==> src/rtl/display_pkg.sv <==
// Shared types and constants for the multiplexed 7-segment display driver.
package display_pkg;

    // Scan state within one digit slot; follows the slot counter each clock.
    typedef enum logic [1:0] {
        RST   = 2'd0,
        BLANK = 2'd1,
        ON    = 2'd2,
        OFF   = 2'd3
    } scan_state_t;

    // Active-low "everything dark" segment pattern (includes decimal point).
    localparam logic [7:0] SEG_OFF = 8'hFF;

endpackage

==> src/rtl/hexto7seg.sv <==
// Hex nibble to active-low 7-segment pattern, bit order {g,f,e,d,c,b,a}.
module hexto7seg (
    input  logic [3:0] nibble,
    output logic [6:0] segments
);

    // Pure lookup; a 0 bit lights the corresponding segment.
    always_comb begin
        segments = 7'h7F;
        case (nibble)
            4'h0: segments = 7'h40;
            4'h1: segments = 7'h79;
            4'h2: segments = 7'h24;
            4'h3: segments = 7'h30;
            4'h4: segments = 7'h19;
            4'h5: segments = 7'h12;
            4'h6: segments = 7'h02;
            4'h7: segments = 7'h78;
            4'h8: segments = 7'h00;
            4'h9: segments = 7'h10;
            4'hA: segments = 7'h08;
            4'hB: segments = 7'h03;
            4'hC: segments = 7'h46;
            4'hD: segments = 7'h21;
            4'hE: segments = 7'h06;
            4'hF: segments = 7'h0E;
            default: segments = 7'h7F;
        endcase
    end

endmodule

==> src/rtl/display_scan_mux.sv <==
// Time-multiplexed common-anode 7-segment driver. Each digit owns a slot of
// 2^DIV_BITS clocks: a blank interval for anti-ghosting, then a PWM window
// sized by brightness. Inputs are snapshotted once per frame so a frame
// never mixes two values. All outputs are registered and change together,
// so a new segment pattern never appears under the previous digit select.
// Handshake: none; the display free-runs and frame_start is a one-clock
// strobe in the clock after each snapshot.
module display_scan_mux
    import display_pkg::*;
#(
    parameter int NDIGITS      = 8,
    parameter int DIV_BITS     = 17,
    parameter int BLANK_CYCLES = 64,
    parameter int BRIGHT_BITS  = 3
) (
    input  logic                     clock,
    input  logic                     reset,
    input  logic [4*NDIGITS-1:0]     val,
    input  logic [NDIGITS-1:0]       dp,
    input  logic [NDIGITS-1:0]       enable_mask,
    input  logic                     lz_blank,
    input  logic [BRIGHT_BITS-1:0]   brightness,
    output logic [7:0]               segments,
    output logic [NDIGITS-1:0]       digitselect,
    output logic                     frame_start,
    output logic [1:0]               scan_state
);

    localparam int DW = (NDIGITS > 1) ? $clog2(NDIGITS) : 1;
    localparam logic [DW-1:0] D_LAST = DW'(NDIGITS - 1);

    logic [DIV_BITS-1:0]    t;
    logic [DW-1:0]          d;
    logic [4*NDIGITS-1:0]   sh_val;
    logic [NDIGITS-1:0]     sh_dp;
    logic [NDIGITS-1:0]     sh_en;
    logic                   sh_lz;
    logic [BRIGHT_BITS-1:0] sh_br;

    // On the snapshot clock the shadows are being loaded; decisions for that
    // clock use the values being captured so the whole frame is consistent.
    logic                   snap;
    logic [4*NDIGITS-1:0]   cur_val;
    logic [NDIGITS-1:0]     cur_dp;
    logic [NDIGITS-1:0]     cur_en;
    logic                   cur_lz;
    logic [BRIGHT_BITS-1:0] cur_br;

    assign snap    = (t == '0) && (d == '0);
    assign cur_val = snap ? val         : sh_val;
    assign cur_dp  = snap ? dp          : sh_dp;
    assign cur_en  = snap ? enable_mask : sh_en;
    assign cur_lz  = snap ? lz_blank    : sh_lz;
    assign cur_br  = snap ? brightness  : sh_br;

    logic [NDIGITS-1:0] suppress;
    logic               lead;

    // Leading-zero priority scan from the top digit down; digit 0 always shows.
    always_comb begin
        suppress = '0;
        lead     = cur_lz;
        for (int i = NDIGITS - 1; i >= 1; i--) begin
            if (lead && (cur_val[4*i +: 4] == 4'h0) && !cur_dp[i]) begin
                suppress[i] = 1'b1;
            end else begin
                lead = 1'b0;
            end
        end
    end

    logic [3:0] nibble;
    logic [6:0] hex_seg;

    assign nibble = cur_val[4*d +: 4];

    hexto7seg u_hexto7seg (
        .nibble   (nibble),
        .segments (hex_seg)
    );

    logic               in_blank;
    logic               in_window;
    scan_state_t        next_state;
    logic               lit;
    logic [NDIGITS-1:0] sel_onehot_n;

    assign in_blank     = 32'(t) < 32'(BLANK_CYCLES);
    assign in_window    = t[DIV_BITS-1 -: BRIGHT_BITS] <= cur_br;
    assign next_state   = in_blank ? BLANK : (in_window ? ON : OFF);
    assign lit          = (next_state == ON) && cur_en[d] && !suppress[d];
    assign sel_onehot_n = ~(NDIGITS'(1) << d);

    // Slot/digit counters and per-frame shadow registers.
    always_ff @(posedge clock) begin
        if (reset) begin
            t      <= '0;
            d      <= '0;
            sh_val <= '0;
            sh_dp  <= '0;
            sh_en  <= '0;
            sh_lz  <= 1'b0;
            sh_br  <= '0;
        end else begin
            t <= t + 1'b1;
            if (t == '1) begin
                d <= (d == D_LAST) ? '0 : d + 1'b1;
            end
            if (snap) begin
                sh_val <= val;
                sh_dp  <= dp;
                sh_en  <= enable_mask;
                sh_lz  <= lz_blank;
                sh_br  <= brightness;
            end
        end
    end

    scan_state_t state;

    // Scan FSM with registered outputs: state and pins reflect the previous t.
    always_ff @(posedge clock) begin
        if (reset) begin
            state       <= RST;
            segments    <= SEG_OFF;
            digitselect <= '1;
            frame_start <= 1'b0;
        end else begin
            state       <= next_state;
            frame_start <= snap;
            segments    <= lit ? {~cur_dp[d], hex_seg} : SEG_OFF;
            digitselect <= lit ? sel_onehot_n : '1;
        end
    end

    assign scan_state = state;

endmodule

==> config.mk <==
export PLATFORM = sky130hd
export DESIGN_NAME = display_scan_mux
export DESIGN_NICKNAME = d
export VERILOG_FILES = /design/src/rtl/display_pkg.sv /design/src/rtl/hexto7seg.sv /design/src/rtl/display_scan_mux.sv
export SDC_FILE = /design/constraint.sdc
export NUM_CORES = 1
export LEC_CHECK = 0
export ABC_CLOCK_PERIOD_IN_PS = 5000
export BUFFER_PORTS_ARGS = -buffer_cell sky130_fd_sc_hd__clkbuf_2
export CORE_MARGIN = 5
export CORE_UTILIZATION = 27
export DETAILED_ROUTE_END_ITERATION = 8
export PLACE_DENSITY = 0.49
export SYNTH_ARGS = -nofsm -noshare
export SYNTH_HDL_FRONTEND = slang
export SYNTH_SLANG_ARGS = --single-unit
==> constraint.sdc <==
create_clock -name clock -period 5 [get_ports clock]
set_input_delay 0.5 -clock clock [delete_from_list [all_inputs] [get_ports clock]]
set_output_delay 0.5 -clock clock [all_outputs]
set_load 0.005 [all_outputs]
==> summary.md <==
| Metric | Value |
|---|---|
| Post-CTS Setup Bufs | 0 |
| Initial Util | 27.3% |
| Slew HR | 47.2% |
| Io pins | 73 |
| VDD IR max | 0.000155 V |
| DRC | 0 |
| CTS tree | done |
| Final setup viols | 0 |
| Clock sinks | 91 |
| RePlAce Congestion | 0.829 |
| H-tree depth | 3 |
| Post-synth EDFFs | 0 |
| Post-synth top flop | dfxtp_1 |
| Cell row count | 47 |
| Yosys cell types | 51 |
| DR iter-0 viols | 208 |
| Worst-case clock buffer depth | 2 |
| Reg-to-reg setup timing slack | 0.91 ns |
| Root Buffer | clkbuf_16 |
| Fmax achieved | 244 MHz |
| First-pass DRT Iterations | 5 |
| Worst path max stage delay | 0.62 ns |
| FFs w/ async S/R, synth | 0% |
| Largest cells by area after synthesis | dfxtp_1, nand2_1, mux2i_1, ha_1, nor2_1 |
| Max Clock Skew | 0.00784 ns |
| Initial antenna violation count | 0 |
| Hold-fix buffers, CTS | 0 |
| Setup TNS | 0 ns |
| Final WL | 12700 um |
| Vias in the first global route | 3882 |
| Port Buffers | 72 |
| Flops & latches, synth | 91 |
| Status | completed |
| Chip height | 139 um |
| Clock latency on the worst-skew pair | 0.35 ns |
| Type of the worst min-delay path | in -> reg |
| Critical-path top delay cell | dfxtp_1 |
| Syn Inst Count | 513 |
| WL/cell | 15.9 um |
| CP Launch Type | register |
| CP endpoint kind | register |
| Final nets | 646 |
| Top Family by Delay on Critical Path | multiplexers |
| Crit share post-route | 81.9% |
| Area leader, netlist | dfxtp_1 |
| Fraction of layout cells with a size suffix above 1 | 20.2% |
| RSZ-0062 raised after global routing | no |
| Avg Cell Area, Syn | 8.72 um^2 |
| Drt via density | 4.88 |
| Worst EP arrival | 4.32 ns |
| Core Area | 16400 um^2 |
| CP Max Fanout | 30 |
| Die extent in x | 139 um |
| First-pass GRT wire length | 20500 um |
| Clk pin slew, worst setup/hold paths | 0.06 ns |
| Type of the worst setup path | reg -> reg |
| Detail Route Antenna Nets | 0 |
| Buf/Inv on CP | 3 |
| Ant diodes | 0 |
| Overflow after GRT | 0 |
| Required time of the worst setup path | 5.23 ns |
| Pins Over Slew Limit | 0 |
| PD cells | 341 nW/um^2 |
| CP Cell Sequence | inv_2 -> ha_1 -> nor4b_4 -> and3_1 -> nand2_2 -> buf_12 -> mux2i_1 -> mux4_2 -> mux2i_1 -> inv_1 -> ha_1 -> mux2_2 -> mux2i_1 -> nand2_1 |
| Gr usage total | 13.3% |
| Vias | 3900 |
| TritonCTS buffer count | 9 |
| HPWL after DPL | 9460 um |
| Largest net degree at the start of global routing | 77 |
| Most frequent CP cell | mux2i_1 |
| Final-report hold violation count | 0 |
| Minimum clock period | 4.09 ns |
| Synth top area share | 40.7% |
| Total of max-cap violations | 0 |
| Sequential area share after synthesis | 40.7% |
| Die Area | 19200 um^2 |
| Leak | 2.24 nW |
| Slew @ Worst Pin | 0.792 ns |
| Layout area overhead | 19.6% |
| Netlist Area Pre-Place | 4470 um^2 |
| Yosys warns | 0 |
| Worst hold slack | 0.385 ns |
| CTS resizes | 0 |
| Syn_nets | 585 |
==> logic make-up (layout without fill, tap and decap cells) <==
family          Yosys count  count (layout)  synth area share (%)
flops                    91              91                  40.7
mux                      43              43                  11.9
simple gates            230             230                  24.6
compound gates           78              78                  11.1
buf+inv                  40             106                  4.06
xor+xnor                 13              13                  2.55
fa+ha+maj                18              18                  5.04
==> cells in the final DEF (no fill, tap or decap), types with 8 or more instances in the layout <==
cell	count
mux2i_1	32
ha_1	18
clkbuf_2	72
or4_1	8
a21oi_1	32
nor3_1	12
a211oi_1	9
mux4_2	8
nand2_1	86
inv_1	8
nor2_1	60
nand4_1	12
nand3_1	20
xor2_1	10
clkbuf_16	9
o21ai_0	10
dfxtp_1	91
==> metal layers <==
layer | share of wire [%] | wire (um) | vias up | global-route usage [%]
met2 | 47 | 6000 | 97 | 21.4
met3 | 4.2 | 528 | 14 | 2.52
li1 | - | - | 1925 | -
met4 | 1.9 | 237 | 0 | 4.94
met1 | 47 | 5930 | 1864 | 17.7
met5 | 0 | 0 | - | 0
==> cell type report <==
cell class | instances | area (um^2)
fillers | 1724 | 11100
multi-input cells | 382 | 2470
flip-flops and latches | 91 | 1820
repair buffers | 80 | 433
well taps | 220 | 275
clock buffers | 12 | 267
clock inverters | 4 | 47.5
inverters | 10 | 37.5
==> Yosys cell counts, drive strengths merged, types with 2 or more instances <==
| master | n |
|---|---|
| a211oi | 9 |
| a21boi | 3 |
| a21oi | 32 |
| a22oi | 4 |
| and2 | 3 |
| and3 | 4 |
| and4 | 2 |
| buf | 10 |
| clkbuf | 20 |
| dfxtp | 91 |
| ha | 18 |
| inv | 10 |
| mux2 | 3 |
| mux2i | 32 |
| mux4 | 8 |
| nand2 | 88 |
| nand3 | 20 |
| nand3b | 3 |
| nand4 | 12 |
| nor2 | 61 |
| nor2b | 5 |
| nor3 | 12 |
| nor4 | 4 |
| o211ai | 5 |
| o21ai | 10 |
| o21bai | 2 |
| o221ai | 3 |
| o31ai | 3 |
| or3 | 3 |
| or4 | 8 |
| xnor2 | 3 |
| xor2 | 10 |
==> worst paths after layout <==
| path | start | to | depth (start not counted) |
|---|---|---|---|
| worst min register to register | sh_val[2] | sh_val[2] | 2 |
| worst max-delay path | d[0] | segments[3] | 14 |
| worst min-delay path | enable_mask[0] | sh_en[0] | 3 |
| worst max register to register | d[0] | segments[3] | 14 |
==> tightest hold or removal path, stage by stage <==
cell and delay, ns:
clkbuf_2 0.09, nand2_1 0.05, a21oi_1 0.05
==> report_power, final <==
part           switching [mW]  internal (mW)
Combinational           0.187          0.135
Sequential             0.0239          0.769
Clock                   0.280          0.426
==> sequential cells by signal (all words and copies together), names as in the netlist <==
signal,count
t,17
sh_lz,1
digitselect,8
frame_start,1
scan_state,2
segments,8
sh_br,3
sh_en,8
sh_val,32
sh_dp,8
d,3
==> through the flow <==
step	util, %	cell area, um^2	power (mW)	worst slack (ns)	std cells
floorplan	-	4470	1.03	1.22	513
global placement	30.7	5040	1.13	1.02	783
detailed placement	30.7	5040	1.13	0.917	783
CTS	32.6	5350	1.85	0.903	799
global route	32.6	5350	1.91	0.534	799
finish	32.6	5350	1.82	0.907	799
(Power assumes the default switching activity.)
